$ cat config.mk
export PLATFORM = sky130hd
export DESIGN_NAME = id_stage
export DESIGN_NICKNAME = d
export VERILOG_FILES = /design/src/rtl/id_pkg.sv /design/src/rtl/id_decoder.sv /design/src/rtl/id_stage.sv
export SDC_FILE = /design/constraint.sdc
export NUM_CORES = 2
export LEC_CHECK = 0
export CAP_MARGIN = 10
export CORE_MARGIN = 3
export CORE_UTILIZATION = 55
export CTS_CLUSTER_SIZE = 10
export DETAILED_ROUTE_END_ITERATION = 12
export PLACE_DENSITY = 0.75
export SYNTH_ARGS = -nofsm -noshare
export SYNTH_HDL_FRONTEND = slang
export SYNTH_SLANG_ARGS = --single-unit
$ cat constraint.sdc
create_clock -name clk -period 36.4 [get_ports clk]
set_input_delay 9.1 -clock clk [delete_from_list [all_inputs] [get_ports clk]]
set_output_delay 9.1 -clock clk [all_outputs]
set_load 0.02 [all_outputs]
$ cat src/rtl/id_pkg.sv
// Shared decode constants for the ARM-subset decode stage: ALU encodings,
// op-class and cmd fields, immediate-source selector and special register indices.
package id_pkg;

  localparam int unsigned INSTR_W = 32;
  localparam int unsigned ALU_W   = 4;
  localparam int unsigned FLAG_W  = 2;

  localparam logic [ALU_W-1:0] ALU_ADD = 4'b0000;
  localparam logic [ALU_W-1:0] ALU_SUB = 4'b0001;
  localparam logic [ALU_W-1:0] ALU_AND = 4'b0010;
  localparam logic [ALU_W-1:0] ALU_ORR = 4'b0011;

  localparam logic [1:0] OP_DP  = 2'b00;
  localparam logic [1:0] OP_MEM = 2'b01;
  localparam logic [1:0] OP_BR  = 2'b10;

  localparam logic [3:0] CMD_AND = 4'b0000;
  localparam logic [3:0] CMD_SUB = 4'b0010;
  localparam logic [3:0] CMD_ADD = 4'b0100;
  localparam logic [3:0] CMD_CMP = 4'b1010;
  localparam logic [3:0] CMD_ORR = 4'b1100;

  // flag_write[1] updates N/Z, flag_write[0] updates C/V
  localparam logic [FLAG_W-1:0] FLAGS_NONE = 2'b00;
  localparam logic [FLAG_W-1:0] FLAGS_NZ   = 2'b10;
  localparam logic [FLAG_W-1:0] FLAGS_ALL  = 2'b11;

  typedef enum logic [1:0] {
    IMM_DP8   = 2'b00,
    IMM_MEM12 = 2'b01,
    IMM_BR24  = 2'b10
  } imm_src_e;

  localparam int unsigned REG_LR = 14;

  // The PC is always the highest-numbered architectural register
  function automatic int unsigned pc_index(input int unsigned nregs);
    return nregs - 1;
  endfunction

endpackage

$ cat src/rtl/id_decoder.sv
// Combinational field decode and immediate extension for the supported ARM subset.
module id_decoder
  import id_pkg::*;
#(
  parameter int unsigned DATA_W = 32,
  parameter int unsigned RA_W   = 4
) (
  input  logic [INSTR_W-1:0] instr,
  output logic [RA_W-1:0]    rd_c,
  output logic [RA_W-1:0]    rn_c,
  output logic [RA_W-1:0]    rm_c,
  output logic [RA_W-1:0]    ra_b_c,
  output logic               use_a_c,
  output logic               use_b_c,
  output logic [DATA_W-1:0]  ext_imm_c,
  output logic [ALU_W-1:0]   alu_ctrl_c,
  output logic [FLAG_W-1:0]  flag_write_c,
  output logic               reg_write_c,
  output logic               mem_write_c,
  output logic               mem_to_reg_c,
  output logic               alu_src_c,
  output logic               branch_c,
  output logic               link_c
);

  logic [1:0] op;
  logic [3:0] cmd;
  logic       i_bit;
  logic       s_bit;
  imm_src_e   imm_src;
  logic       unused_cond_c;

  assign op            = instr[27:26];
  assign cmd           = instr[24:21];
  assign i_bit         = instr[25];
  assign s_bit         = instr[20];
  assign unused_cond_c = ^instr[31:28];

  // Control decode; the second read port carries Rd for stores, Rm otherwise
  always_comb begin
    rd_c         = RA_W'(instr[15:12]);
    rn_c         = RA_W'(instr[19:16]);
    rm_c         = RA_W'(instr[3:0]);
    ra_b_c       = RA_W'(instr[3:0]);
    use_a_c      = 1'b0;
    use_b_c      = 1'b0;
    alu_ctrl_c   = ALU_ADD;
    flag_write_c = FLAGS_NONE;
    reg_write_c  = 1'b0;
    mem_write_c  = 1'b0;
    mem_to_reg_c = 1'b0;
    alu_src_c    = 1'b0;
    branch_c     = 1'b0;
    link_c       = 1'b0;
    imm_src      = IMM_DP8;

    case (op)
      OP_DP: begin
        alu_src_c = i_bit;
        use_a_c   = 1'b1;
        use_b_c   = ~i_bit;
        imm_src   = IMM_DP8;
        case (cmd)
          CMD_ADD: begin
            alu_ctrl_c   = ALU_ADD;
            reg_write_c  = 1'b1;
            flag_write_c = s_bit ? FLAGS_ALL : FLAGS_NONE;
          end
          CMD_SUB: begin
            alu_ctrl_c   = ALU_SUB;
            reg_write_c  = 1'b1;
            flag_write_c = s_bit ? FLAGS_ALL : FLAGS_NONE;
          end
          CMD_AND: begin
            alu_ctrl_c   = ALU_AND;
            reg_write_c  = 1'b1;
            flag_write_c = s_bit ? FLAGS_NZ : FLAGS_NONE;
          end
          CMD_ORR: begin
            alu_ctrl_c   = ALU_ORR;
            reg_write_c  = 1'b1;
            flag_write_c = s_bit ? FLAGS_NZ : FLAGS_NONE;
          end
          CMD_CMP: begin
            alu_ctrl_c   = ALU_SUB;
            flag_write_c = FLAGS_ALL;
          end
          default: ;
        endcase
      end
      OP_MEM: begin
        alu_src_c = 1'b1;
        use_a_c   = 1'b1;
        imm_src   = IMM_MEM12;
        if (instr[20]) begin
          reg_write_c  = 1'b1;
          mem_to_reg_c = 1'b1;
        end else begin
          mem_write_c = 1'b1;
          use_b_c     = 1'b1;
          ra_b_c      = RA_W'(instr[15:12]);
        end
      end
      OP_BR: begin
        branch_c  = 1'b1;
        alu_src_c = 1'b1;
        imm_src   = IMM_BR24;
        if (instr[24]) begin
          link_c      = 1'b1;
          reg_write_c = 1'b1;
          rd_c        = RA_W'(REG_LR);
        end
      end
      default: ;
    endcase
  end

  // Immediate extension
  always_comb begin
    ext_imm_c = '0;
    case (imm_src)
      IMM_DP8:   ext_imm_c = DATA_W'(instr[7:0]);
      IMM_MEM12: ext_imm_c = DATA_W'(instr[11:0]);
      IMM_BR24:  ext_imm_c = DATA_W'($signed({instr[23:0], 2'b00}));
      default:   ext_imm_c = '0;
    endcase
  end

endmodule

$ cat src/rtl/id_stage.sv
// Decode stage: IF/ID register with handshake/flush, register file with PC+8 reads,
// and a per-register pending-write scoreboard. IDECODE_BYPASS_EN enables writeback forwarding.
module id_stage
  import id_pkg::*;
#(
  parameter  int unsigned DATA_W = 32,
  parameter  int unsigned NREGS  = 16,
  parameter  int unsigned PEND_W = 2,
  localparam int unsigned RA_W   = $clog2(NREGS)
) (
  input  logic               clk,
  input  logic               reset,
  input  logic               instr_f_valid,
  output logic               instr_f_ready,
  input  logic [INSTR_W-1:0] instr_f,
  input  logic [DATA_W-1:0]  pc_plus8_f,
  input  logic               flush,
  output logic               dec_valid,
  input  logic               dec_ready,
  output logic [RA_W-1:0]    rd_d,
  output logic [RA_W-1:0]    rn_d,
  output logic [RA_W-1:0]    rm_d,
  output logic [DATA_W-1:0]  src_a_d,
  output logic [DATA_W-1:0]  src_b_d,
  output logic [DATA_W-1:0]  ext_imm_d,
  output logic [ALU_W-1:0]   alu_ctrl_d,
  output logic [FLAG_W-1:0]  flag_write_d,
  output logic               reg_write_d,
  output logic               mem_write_d,
  output logic               mem_to_reg_d,
  output logic               alu_src_d,
  output logic               branch_d,
  output logic               link_d,
  input  logic               reg_write_w,
  input  logic [RA_W-1:0]    rd_w,
  input  logic [DATA_W-1:0]  result_w,
  input  logic               cancel_valid,
  input  logic [RA_W-1:0]    cancel_rd
);

  localparam int unsigned    SUM_W  = PEND_W + 2;
  localparam logic [RA_W-1:0] PC_IDX = RA_W'(pc_index(NREGS));

  logic                id_valid;
  logic [INSTR_W-1:0]  instr_q;
  logic [DATA_W-1:0]   pc8_q;

  logic [DATA_W-1:0]   rf [NREGS];
  logic [PEND_W-1:0]   pend [NREGS];
  logic [PEND_W-1:0]   pend_nxt [NREGS];
  logic [SUM_W-1:0]    pend_sum;

  logic [RA_W-1:0]     ra_b;
  logic                use_a;
  logic                use_b;
  logic                wb_live;
  logic                busy_a;
  logic                busy_b;
  logic                sat_rd;
  logic                hazard;
  logic                dec_fire;

  id_decoder #(
    .DATA_W (DATA_W),
    .RA_W   (RA_W)
  ) u_decoder (
    .instr        (instr_q),
    .rd_c         (rd_d),
    .rn_c         (rn_d),
    .rm_c         (rm_d),
    .ra_b_c       (ra_b),
    .use_a_c      (use_a),
    .use_b_c      (use_b),
    .ext_imm_c    (ext_imm_d),
    .alu_ctrl_c   (alu_ctrl_d),
    .flag_write_c (flag_write_d),
    .reg_write_c  (reg_write_d),
    .mem_write_c  (mem_write_d),
    .mem_to_reg_c (mem_to_reg_d),
    .alu_src_c    (alu_src_d),
    .branch_c     (branch_d),
    .link_c       (link_d)
  );

  assign wb_live       = reg_write_w && (rd_w != PC_IDX);
  assign dec_valid     = id_valid && !hazard && !flush;
  assign dec_fire      = dec_valid && dec_ready;
  assign instr_f_ready = !id_valid || dec_fire;

  // IF/ID register: flush wins over capture, capture wins over drain
  always_ff @(posedge clk or posedge reset) begin
    if (reset) begin
      id_valid <= 1'b0;
      instr_q  <= '0;
      pc8_q    <= '0;
    end else if (flush) begin
      id_valid <= 1'b0;
    end else if (instr_f_valid && instr_f_ready) begin
      id_valid <= 1'b1;
      instr_q  <= instr_f;
      pc8_q    <= pc_plus8_f;
    end else if (dec_fire) begin
      id_valid <= 1'b0;
    end
  end

  // Register file; the PC slot is never written, reads of it return pc8_q
  always_ff @(posedge clk or posedge reset) begin
    if (reset) begin
      for (int r = 0; r < int'(NREGS); r++) rf[r] <= '0;
    end else if (wb_live) begin
      rf[rd_w] <= result_w;
    end
  end

  always_comb begin
    src_a_d = rf[rn_d];
    src_b_d = rf[ra_b];
    if (rn_d == PC_IDX) src_a_d = pc8_q;
`ifdef IDECODE_BYPASS_EN
    else if (wb_live && (rd_w == rn_d)) src_a_d = result_w;
`endif
    if (ra_b == PC_IDX) src_b_d = pc8_q;
`ifdef IDECODE_BYPASS_EN
    else if (wb_live && (rd_w == ra_b)) src_b_d = result_w;
`endif
  end

  // RAW and scoreboard-capacity hazard detection
  always_comb begin
    busy_a = use_a && (rn_d != PC_IDX) && (pend[rn_d] != '0);
    busy_b = use_b && (ra_b != PC_IDX) && (pend[ra_b] != '0);
`ifdef IDECODE_BYPASS_EN
    if (busy_a && (pend[rn_d] == PEND_W'(1)) && reg_write_w && (rd_w == rn_d)) busy_a = 1'b0;
    if (busy_b && (pend[ra_b] == PEND_W'(1)) && reg_write_w && (rd_w == ra_b)) busy_b = 1'b0;
`endif
    sat_rd = reg_write_d && (pend[rd_d] == '1);
    hazard = busy_a || busy_b || sat_rd;
  end

  // Net per-register change from issue, retire and cancel; clamped at both ends
  always_comb begin
    pend_sum = '0;
    for (int r = 0; r < int'(NREGS); r++) begin
      pend_sum = SUM_W'(pend[r])
               + SUM_W'(dec_fire && reg_write_d && (rd_d == RA_W'(r)))
               - SUM_W'(reg_write_w && (rd_w == RA_W'(r)))
               - SUM_W'(cancel_valid && (cancel_rd == RA_W'(r)));
      if (pend_sum[SUM_W-1])      pend_nxt[r] = '0;
      else if (pend_sum[PEND_W])  pend_nxt[r] = '1;
      else                        pend_nxt[r] = pend_sum[PEND_W-1:0];
    end
  end

  always_ff @(posedge clk or posedge reset) begin
    if (reset) begin
      for (int r = 0; r < int'(NREGS); r++) pend[r] <= '0;
    end else begin
      for (int r = 0; r < int'(NREGS); r++) pend[r] <= pend_nxt[r];
    end
  end

endmodule

### After elaboration in Yosys (flattened, before gate mapping)

Index checks and enable logic that the tools add are counted.

* bits in registers: 605
* word-level logic and storage cells: 314

* $add $sub $neg: 48
* order comparisons: 5
* equality and inequality tests: 59
* multiplexer cells: 79
* bitwise logic cells: 6
* reduce and logical (&&, ||, !) cells: 82

Operator list (count)
* bitwise mux 512 bit: 1
* binary-select mux 32 bit (select 4 bit): 2
* 2-to-1 mux 32 bit: 7
* demux 32 bit (select 4 bit): 1
* equality test 4 bit (second input constant): 28
* one-hot mux 32 bit (3 select lines): 1
* 2-to-1 mux 2 bit: 41
* subtractor 3 x 1 -> 4 bit: 16
* subtractor 4 x 1 -> 4 bit: 16
* logical AND 1 bit: 60
* equality test 4 x 3 -> 1 bit (second input constant): 13
* adder 2 x 1 -> 3 bit: 16
* equality test 4 x 2 -> 1 bit (second input constant): 7
* binary-select mux 2 bit (select 4 bit): 3
* greater-or-equal comparator 5 bit (second input constant): 4
* 2-to-1 mux 4 bit: 5
* inverter 4 -> 5 bit: 4
* logical NOT 4 bit: 4
* equality test 4 x 1 -> 1 bit (second input constant): 3
* 2-to-1 mux 1 bit: 12
* != test 4 bit (second input constant): 3
* one-hot mux 2 bit (3 select lines): 2
* OR reduction 2 bit: 5
* equality test 2 bit (second input constant): 3
* other kinds (13): 22

### Logic depth before layout (Yosys ltp)

* word-level depth: 21
* depth in mapped cells: 17

### Modules after synthesis

Synthesis repeated with hierarchy kept, for this count alone.

* cell total of the unflattened synthesis: 2687
* area, all modules: 32901.6 µm²

By module, submodules not included
* id_stage: instances 1, cells an instance 2583, area an instance 32195.9 µm², sequential area each 14438.8 µm²
* id_decoder: instances 1, cells an instance 104, area an instance 705.7 µm², sequential area each 0.0 µm²

### Worst setup path after synthesis

OpenSTA, ideal clock, no wires.

* kind: input to output
* start: input port flush
* end: output port instr_f_ready
* arrival: 9.890 ns
* data required time: 27.300 ns
* path slack: 17.410 ns
* cell stages on the path: 5
* cell sequence: inv_1 > o2111a_1 > clkbuf_1 > nand3_1 > nand2_1

* cells in the longest elaborated chain, start to end: 4

Ends and longest elaborated chain
* start: declaration: line id_stage.sv:17 `input logic flush,`
* logical NOT 1 bit: line id_stage.sv:86 `assign dec_valid = id_valid && !hazard && !flush;`
* logical AND 1 bit: line id_stage.sv:86
* logical AND 1 bit: line id_stage.sv:87 `assign dec_fire = dec_valid && dec_ready;`
* logical OR 1 bit: line id_stage.sv:88 `assign instr_f_ready = !id_valid || dec_fire;`
* end: declaration: line id_stage.sv:14 `output logic instr_f_ready,`

Every way passes these cells.

### Final worst setup path

* start: input port flush
* end: output port dec_valid

* cells in the longest elaborated chain, start to end: 2

Ends and longest elaborated chain
* logical NOT 1 bit: line id_stage.sv:86
* logical AND 1 bit: line id_stage.sv:86
* end: declaration: line id_stage.sv:18 `output logic dec_valid,`

Every way passes these cells.

==> results.txt <==
Hold crit path type: reg -> reg
CTS H-tree lvls: 3
Period utilisation layout: 0.573
CP top delay family: buffers and inverters
DR pass1 iterations: 6
Post-DP HPWL: 68.7 mm
Max IR drop VDD: 0.0000373 V
Reg2Reg Launch Point: instr_q[26]
Antenna-violating nets left: 0
Worst-Margin Slew: 1.30 ns
Largest net degree at the start of global routing: 116
Vias/cell: 6.71
Crit-path cells: clkdlybuf4s50_1 > inv_1 > o2111a_2 > and2_4 > clkdlybuf4s50_1
LEAKAGE: 18.0 nW
Yosys warns: 0
Final net count: 3587
Cts repair resizes: 0
Clk buf depth: 3
Reg2reg setup slack: 30.77 ns
Number of global-route vias before repair: 29500
Syn Std Cell Area: 36300 µm²
Hold Violations, Final: 0
Gr ovfl total: 0
FP Rows: 93
Total GRT Usage: 0.339
DR iter-0 viols: 3878
RSZ-0062 raised after global routing: no
Synthesis-stage register bit count: 605
CTS root buf: clkbuf_16
Area grow syn2layout: 12.3%
Synth Area per Inst: 10.8 µm²
Instance area at placement: 38700 µm²
Min-delay src: rf[6]
Gpl congestion: 0.892
Die span in x: 263 µm
Post-Syn Instances: 3348
Status: finished clean
Setup TNS Final: 0 ns
Finish-stage setup viols: 0
Core ar.: 64800 µm²
Power Dens Cells: 68.5 nW/µm²
CTS tree: yes
Number of port buffers: 226
CP max FO: 62
Final WL: 118 mm
DRC: 0
Sequential element share of the synthesized area: 0.418
Final Power: 2.79 mW
Max Cap Viol: 0
Post-CTS setup buffer count: 0
Proportion of layout cells with a drive suffix above 1: 0.241
R2r worst-path depth: 15
Highest clock rate: 0.0479 GHz
Via count: 28600
Setup crit end kind: output port
Clk_skew: 0.0107 ns
CP max stage delay: 0.89 ns
Tmin final: 20.86 ns
Nature of the critical path startpoint: input port
FF-to-FF End: pend[20]
Arr. time, crit path: 11.76 ns
EDFF count, synth: 0
Worst-path clk slew: 0.05 ns
Post-synthesis async set-or-reset flop share: 1.00
Number of hold buffers added after cts: 0
TritonCTS Sinks: 605
Synth unique cells: 68
DIE AREA: 69000 µm²
Clk Latency, worst-skew pair: 0.61 ns
Largest cells by area after synthesis: dfrtp_1 42%, mux4_2 17%, mux2_2 9.9%
Cell area after layout: 40700 µm²
CTS Buf Count: 72
Main flop type after synthesis: dfrtp_1
Most used cell, CP: clkdlybuf4s50_1
Die Y: 263 µm
Slew margin rel.: 0.132
Worst path bufs/invs: 3
Worst hold path cell count: 0
Hold Path Sink: rf[6]
Pins Over Slew Limit: 0
WL/cell: 27.8 µm
I/O pin cnt: 233
Slowest-stage cell, CP: and2_4
Fin Hold WS: 0.376 ns
Global-route wire length before repair: 179 mm
Initial antenna violation count: 9
CP required: 27.30 ns
Initial Util: 0.559
CP Class: in -> out
Top-area cell type share of the netlist area: 0.418
Synth area leader: dfrtp_1
## per-stage QoR
stage                     setup slack (ns)  std cells   util
final                                15.54       4259  0.628
after floorplan                      10.36       3349      -
after detailed placement             15.58       4156  0.597
after CTS                            15.58       4252  0.628
after global routing                 15.50       4255  0.628
after global placement               15.63       4156  0.597
## sequential cells by signal, indices dropped and copies added, names as in the netlist
| signal | flops |
|---|---|
| pend | 32 |
| instr_q | 28 |
| pc8_q | 32 |
| id_valid | 1 |
| rf | 512 |
## logic make-up (layout without fill, tap and decap cells)
kind of cell	Yosys count	after routing	share of synthesized area
AOI/OAI and AO/OA	259	259	0.0606
adders and majority gates	101	101	0.0415
xor gates and xnor gates	1	1	0.000242
other	1	9	0.000103
and+or+nand+nor	1328	1328	0.159
muxes	592	592	0.267
DFF	605	605	0.418
buffers and inverters	461	509	0.0544
## where the power goes
| group | internal, mW | leakage [nW] | switching [mW] |
|---|---|---|---|
| clock | 0.370 | 0.977 | 0.278 |
| sequential | 0.818 | 7.48 | 0.159 |
| combinational | 0.559 | 9.51 | 0.606 |
| total | 1.75 | 18.0 | 1.04 |
## worst register-to-register path, cell delays in order, from the launching register on
cell	delay [ns]
dfrtp_1	0.49
ha_1	0.38
nand2b_4	0.25
mux2i_4	0.32
buf_4	0.93
a2111oi_0	0.20
nor4_1	0.49
o2111a_2	0.31
buf_4	0.60
nand4_1	0.40
nor2_1	0.27
ha_1	0.23
ha_1	0.17
inv_1	0.05
ha_1	0.27
a21oi_1	0.18
## final cells by class
class                   count  area [µm²]
diodes                      7        17.5
clock buffers              90        1940
clock inverters             6        48.8
fillers                  4876       24100
inverters                 134         510
multi-input cells        2283       19300
flip-flops and latches    605       15200
well taps                 855        1070
repair buffers            279        2670
## how the worst max path moves through the flow
stage	from	end	slack (ns)	depth (start not counted)
floorplan	reset	id_valid	10.36	1
CTS	flush	dec_valid	15.58	5
global placement	flush	dec_valid	15.63	5
global route	flush	dec_valid	15.50	5
finish	flush	dec_valid	15.54	5
detailed placement	flush	dec_valid	15.58	5
## layout by cell type (no fill, tap or decap), types with 8 or more instances in the layout
| cell type | count |
|---|---|
| buf_4 | 53 |
| a22oi_1 | 10 |
| ha_1 | 69 |
| o21a_1 | 23 |
| nand2b_1 | 9 |
| inv_1 | 129 |
| o22a_1 | 22 |
| fa_1 | 32 |
| a211oi_1 | 50 |
| clkbuf_1 | 13 |
| clkdlybuf4s50_1 | 225 |
| mux4_2 | 267 |
| nand3b_1 | 19 |
| clkbuf_16 | 74 |
| and2_1 | 15 |
| a2111oi_0 | 8 |
| nor2_4 | 9 |
| nor3b_1 | 49 |
| dfrtp_1 | 601 |
| o211ai_2 | 59 |
| nand2_1 | 863 |
| mux2_2 | 320 |
| a21oi_1 | 42 |
| o21ai_0 | 9 |
| nor2_1 | 104 |
| nand3_1 | 166 |
| and3_1 | 60 |
## synth_stat cells, types with 9 or more instances
cell,instances
o21a_1,23
o211ai_2,59
buf_4,17
a21oi_1,42
nor3b_1,49
fa_1,32
a211oi_1,50
clkbuf_1,233
nand2_1,864
buf_1,33
nand2b_1,11
inv_1,131
ha_1,69
and3_1,60
nand3b_1,19
nor2_1,113
o22a_1,22
mux2_2,320
o21ai_0,9
mux4_2,267
a22oi_1,10
and2_1,15
dfrtp_1,605
buf_2,33
nand3_1,166
## metal layers
layer / share of wire / wire length (µm) / vias to the layer above / GRT usage
met5: 0.00048 / 57 / - / 0
met4: 0.050 / 5920 / 8 / 0.164
met3: 0.12 / 14700 / 438 / 0.0966
met2: 0.47 / 55100 / 1990 / 0.531
met1: 0.36 / 42500 / 14400 / 0.437
li1: - / - / 11700 / -
No activity file was read; power rests on OpenSTA's default activity.
